===== src/rtl/libhdl_stream_downsizer.sv =====
// Wide-to-narrow stream converter: accepts one IN_LEN word per handshake and
// replays it as RATIO OUT_LEN beats, back-to-back across words when possible.
module libhdl_stream_downsizer #(
    parameter int unsigned IN_LEN    = 32,
    parameter int unsigned OUT_LEN   = 8,
    parameter bit          MSB_FIRST = 1'b0
) (
    input  logic                               i_clk,
    input  logic                               i_rst_n,
    output logic                               o_irdy,
    input  logic                               i_ivld,
    input  logic [IN_LEN-1:0]                  i_idat,
    input  logic                               i_ilast,
    input  logic                               i_ordy,
    output logic                               o_ovld,
    output logic [OUT_LEN-1:0]                 o_odat,
    output logic                               o_olast,
    output logic [$clog2(IN_LEN/OUT_LEN)-1:0]  o_oidx,
    output logic                               o_busy
);

    localparam int unsigned        RATIO    = IN_LEN / OUT_LEN;
    localparam int unsigned        IDX_W    = $clog2(RATIO);
    localparam logic [IDX_W-1:0]   LAST_IDX = IDX_W'(RATIO - 1);

    typedef enum logic {
        IDLE  = 1'b0,
        SHIFT = 1'b1
    } state_t;

    state_t                        state_q, state_d;
    logic [IDX_W-1:0]              idx_q, idx_d;
    logic [RATIO-1:0][OUT_LEN-1:0] hold_q, hold_d;
    logic                          last_q, last_d;
    logic                          run_q;
    logic                          at_end;
    logic                          in_hs;
    logic                          out_hs;
    logic [IDX_W-1:0]              sel;

    assign at_end = (idx_q == LAST_IDX);
    assign in_hs  = o_irdy & i_ivld;
    assign out_hs = o_ovld & i_ordy;

    // State register; run_q keeps the upstream ready low until the first edge after reset.
    always_ff @(posedge i_clk or negedge i_rst_n) begin
        if (!i_rst_n) begin
            state_q <= IDLE;
            idx_q   <= '0;
            hold_q  <= '0;
            last_q  <= 1'b0;
            run_q   <= 1'b0;
        end else begin
            state_q <= state_d;
            idx_q   <= idx_d;
            hold_q  <= hold_d;
            last_q  <= last_d;
            run_q   <= 1'b1;
        end
    end

    // Next-state: load on accept, step on each beat, reload on the final beat if a word is offered.
    always_comb begin
        state_d = state_q;
        idx_d   = idx_q;
        hold_d  = hold_q;
        last_d  = last_q;
        case (state_q)
            IDLE: begin
                if (in_hs) begin
                    hold_d  = i_idat;
                    last_d  = i_ilast;
                    idx_d   = '0;
                    state_d = SHIFT;
                end
            end
            SHIFT: begin
                if (out_hs) begin
                    if (!at_end) begin
                        idx_d = idx_q + IDX_W'(1);
                    end else if (in_hs) begin
                        hold_d = i_idat;
                        last_d = i_ilast;
                        idx_d  = '0;
                    end else begin
                        idx_d   = '0;
                        state_d = IDLE;
                    end
                end
            end
            default: state_d = IDLE;
        endcase
    end

    // Outputs: decoded from registered state; only o_irdy looks at i_ordy.
    always_comb begin
        o_irdy  = 1'b0;
        o_ovld  = 1'b0;
        o_odat  = '0;
        o_olast = 1'b0;
        o_oidx  = idx_q;
        o_busy  = 1'b0;
        sel     = MSB_FIRST ? (LAST_IDX - idx_q) : idx_q;
        case (state_q)
            IDLE: begin
                o_irdy = run_q;
            end
            SHIFT: begin
                o_irdy  = run_q & at_end & i_ordy;
                o_ovld  = 1'b1;
                o_odat  = hold_q[sel];
                o_olast = last_q & at_end;
                o_busy  = 1'b1;
            end
            default: ;
        endcase
    end

endmodule


===== config.mk =====
export PLATFORM = sky130hd
export DESIGN_NAME = libhdl_stream_downsizer
export DESIGN_NICKNAME = d
export VERILOG_FILES = /design/src/rtl/libhdl_stream_downsizer.sv
export SDC_FILE = /design/constraint.sdc
export NUM_CORES = 1
export LEC_CHECK = 0
export CAP_MARGIN = 20
export CORE_MARGIN = 2
export CORE_UTILIZATION = 46
export CTS_BUF_LIST = sky130_fd_sc_hd__clkbuf_16
export DETAILED_ROUTE_END_ITERATION = 12
export PLACE_DENSITY = 0.85
export SLEW_MARGIN = 20
export SYNTH_ARGS = -nofsm -noshare
export SYNTH_HDL_FRONTEND = slang
export SYNTH_SLANG_ARGS = --single-unit

===== constraint.sdc =====
create_clock -name i_clk -period 2.1 [get_ports i_clk]
set_clock_uncertainty 0.1 [all_clocks]
set_input_delay 0.63 -clock i_clk [delete_from_list [all_inputs] [get_ports i_clk]]
set_output_delay 0.63 -clock i_clk [all_outputs]
set_load 0.02 [all_outputs]

# ---- Word-level counts from Yosys, hierarchy flattened
# Cells that the tools add are included.
dict set report word_totals {
  regBits 37
  latch_bits 0
  ramBits 0
  rom_bits 0
  in_bits 37
  out_inout_bits 14
  wordCells 44
  n_memories 0
}
dict set report op_classes {
  add_sub_neg 1
  n_mul 0
  div 0
  n_lt_le_gt_ge 1
  n_eq_ne 4
  shifts 0
  n_mux 22
  bitwise 6
  reduce_logical 2
}
# op count
set ops {}
lappend ops {{32-bit 2-to-1 mux} 3}
lappend ops {{32-bit case mux with 2 select lines} 1}
lappend ops {{8-bit binary-select mux with 2-bit select} 1}
lappend ops {{8-bit 2-to-1 mux} 2}
lappend ops {{1-bit 2-to-1 mux} 8}
lappend ops {{2-bit 2-to-1 mux} 3}
lappend ops {{1-bit case mux with 2 select lines} 3}
lappend ops {{1-bit bitwise AND} 5}
lappend ops {{2-bit by 1-bit inequality test with 1-bit output (second input constant)} 2}
lappend ops {{2-bit case mux with 2 select lines} 1}
lappend ops {{2-bit AND reduction} 2}
lappend ops {{2-bit by 3-bit less-than comparator with 1-bit output (second input constant)} 1}
lappend ops {{2-bit by 1-bit adder with 2-bit output (second input constant)} 1}
lappend ops {{2-bit == test (second input constant)} 1}
lappend ops {{2-bit inequality test (second input constant)} 1}
lappend ops {{1-bit inverter} 1}

# ---- Logic depth before layout (Yosys ltp)
dict set report depth {
  word_depth 9
  depth_mapped 5
  depth_no_buf 4
}

# ---- Worst setup path after synthesis
# Ideal clock, no wire load.
dict set report synth_path {
  path_kind {flip-flop to output port}
  startpoint {reg idx_q[1], in the netlist o_oidx[1]}
  endpoint {out o_odat[5]}
  arrival_time_ns 1.389
  required_ns 1.370
  path_slack_ns -0.019
  stages_incl_launch_ff 5
  n_path_buf 2
  path_cell_list {dfrtp_1 buf_2 buf_4 mux2i_1 o22ai_1}
}
dict set report synth_via {
  elab_chain_len 3
}
# element line_no
set synth_rtl {}
lappend synth_rtl {{start: declaration} 32} ;# logic [IDX_W-1:0] idx_q, idx_d;
lappend synth_rtl {{start signal: assignment} 55} ;# idx_q <= idx_d;
lappend synth_rtl {{8-bit binary-select mux with 2-bit select} 111} ;# o_odat = hold_q[sel];
lappend synth_rtl {{8-bit 2-to-1 mux (not written as such)} 111}
lappend synth_rtl {{8-bit 2-to-1 mux} 104} ;# case (state_q)
lappend synth_rtl {{end: declaration} 16} ;# output logic [OUT_LEN-1:0] o_odat,
# No other way between the ends. The select of a mux whose other input is x is not followed.

# ---- Final worst setup path
dict set report layout_path {
  startpoint {reg idx_q[1], in the netlist o_oidx[1]}
  endpoint {out o_odat[0]}
}
# The elaborated chain is that of the path after synthesis.

==> metrics <==
result of the run finished, violations left; violations in the final reports negative setup slack; total of max-cap violations 0; Worst Hold Margin 0.212 ns; Total Routed Length 3750 um; number of antenna violations at the first check in global routing 0; area of the core region 3610 sq um; number of CTS-inserted buffers 5; number of distinct standard cells referenced by the synthesized netlist 19; post-layout min period 2.10 ns; category of the worst setup path capture point output pin; count of input and output buffers 50; effective utilization at floorplan 0.468; kind of launch point of the worst setup path flop; Pwr per Cell Area 1620 nW/um^2; maximum number of pins on one net before global-route repair 21; global-route total usage across every layer 0.196; per-cell via count in the routed design 5.17; synthesized cell area roughly 1700 sq um; number of synthesized register bits 37; die width 64.6 um; global placer's final weighted congestion 0.718; Mapped Nets ~160; transition time at the pin with the least slew margin 0.505 ns; clk root buf clkbuf_16; routed vias 1214; Clock Sinks 37; longest individual stage delay on the worst path around 0.44 ns; Max stage delay cell, worst path dfrtp_2; Ys Warns 0; achievable clock frequency between 0.4 and 0.5 GHz; DRC Markers 0; post-route design area 2590 sq um; total die area 4170 sq um; H-tree Lvls 2; setup repair after global routing missed its margin yes; Synth Area per Inst 13.9 sq um; register area share after synthesis 0.549; Post-layout nets ~220; CTS clock-pin slew for the worst setup and hold paths 0.05 ns; number of standard-cell rows in the floorplan 22; number of slew-limit violations in the final report 0; path class of the lowest-slack min-delay path in -> async; number of diodes added for antenna fixing 0; Worst Setup Slack post-DPL -0.661 ns; largest buffer count on any clock path 2; static leakage 1.11 nW; Final TNS setup -0.00328 ns; overall power 4.19 mW; total cell area at the placement stage approximately 2400 sq um; number of endpoints with negative hold slack in the final report 0; DP HPWL 2510 um; number of instances in the synthesized netlist 121; post-layout worst setup margin -0.00247 ns; number of primary I/O pins 51; Slew Limit Headroom 0.664; endpoints failing setup 2; type of the setup path with the least slack reg -> out; worst path required time 1.37 ns; via count of the first global-routing pass 1244; post-route antenna net violation count 0; Routed wire per std cell 15.9 um; vertical die dimension ~65 um; cells along the critical path buf_12 > mux2i_4 > o22ai_4 > buf_6; insertion delay to the later sink of the worst-skew pair 0.27 ns; number of design-rule violations left by the first detailed-router iteration 34; number of iterations in the first detailed-routing pass 4; layout cells sized above 1 0.439; data arrival time at the worst-slack endpoint 1.37 ns; maximum fanout count along the critical path 11; Cell Count Post-Placement 225; total gr overflow 0; CTS tree done; maximum vdd ir drop about 0.83 mV; Area growth, synth to finish 53.6%; share of the cycle needed by the critical path after routing 1.00; Util after Layout 0.719; number of standard cells in the final layout excluding fillers 235; first-pass GRT wire length 5910 um
-- flip-flops by register name, summed over array words and instances (netlist names) --
signal / flops
hold_q: 32
o_oidx: 2
last_q: 1
run_q: 1
state_q: 1
-- path summary, 6_finish.rpt --
kind,start,cells after the start,endpoint,slack (ns)
max in group asynchronous,i_rst_n,2,o_oidx[1],1.20
max,o_oidx[1],4,o_odat[0],-0.002
max reg2reg,o_oidx[0],6,hold_q[0],0.30
min,i_rst_n,1,run_q,0.21
min reg2reg,hold_q[20],1,hold_q[20],0.39
min in group i_clk,hold_q[20],1,hold_q[20],0.39
-- Yosys cell counts --
cell      count  area share
buf_2         2      0.0059
and3_1        1      0.0037
o21ai_0       2      0.0059
nand2b_1      1      0.0037
a21oi_4       1      0.0096
buf_1         1      0.0022
nand2_1       8       0.018
dfrtp_1      37        0.55
buf_4         2      0.0089
conb_1        1      0.0022
o22ai_1       8       0.030
mux2i_1      16       0.095
xor2_1        1      0.0052
ha_1          1      0.0074
mux2_1        4       0.027
buf_6         3       0.020
nand2_2       1      0.0037
mux2_2       30        0.20
and2_1        1      0.0037
-- critical path, delay by kind of cell, from the launching register on --
kind / cells / cell delay (ns)
flip-flops: 1 / 0.44
multiplexers: 1 / 0.19
buffers and inverters: 2 / 0.31
AO/OA/AOI/OAI: 1 / 0.16
-- logic make-up after synthesis --
family / share of synthesized area
buf+inv: 0.0371
other cells: 0.00222
flops: 0.549
fa+ha+maj: 0.00741
xor+xnor: 0.00519
compound gates: 0.0452
simple gates: 0.0326
mux: 0.322
-- routing by layer --
layer / wire, um / track usage / up-vias / part of all wire
met1: 1490 / 0.223 / 610 / 0.40
met4: 63 / 0.0904 / 0 / 0.017
met3: 162 / 0.0556 / 6 / 0.043
met5: 0 / 0 / - / 0
met2: 2030 / 0.342 / 36 / 0.54
li1: - / - / 562 / -
-- where the power goes --
part           switching, mW  internal, mW  total [mW]  leakage [nW]
sequential             0.240          1.07        1.31         0.439
clock                  0.252         0.428       0.680        0.0687
combinational          0.971          1.23        2.20         0.604
total                   1.46          2.73        4.19          1.11
-- final cells by class --
cell class | instances | area, sq um
repair buffers | 66 | 667
well taps | 48 | 60.1
clock buffers | 5 | 125
fillers | 245 | 1010
clock inverters | 3 | 12.5
multi-input cells | 76 | 800
flip-flops and latches | 37 | 928
-- cells in the final DEF, fill, tap and decap left out --
master / count
dfrtp_1: 35
clkdlybuf4s50_1: 35
mux2_2: 30
buf_4: 12
mux2i_1: 11
buf_6: 9
nand2_1: 7
o22ai_2: 6
clkbuf_16: 5
mux2_1: 4
dlygate4sd2_1: 4
buf_12: 4
mux2i_2: 3
mux2i_4: 2
nand2_2: 2
o21ai_0: 2
clkinv_1: 2
dfrtp_2: 2
nand2b_4: 1
o22ai_1: 1
o22ai_4: 1
and2_1: 1
and3_1: 1
a21oi_4: 1
xor2_1: 1
ha_2: 1
clkinv_2: 1
clkbuf_2: 1
buf_2: 1
conb_1: 1
-- repair_timing --
action                                  CTS  global route
endpoints found under the setup margin   14            10
gates cloned                              0             0
buffers inserted                          1             1
pin swaps                                 1             2
gates resized for setup                  66            12
hold buffers                              0             0
Note: power is estimated with default switching activity, not from simulation.
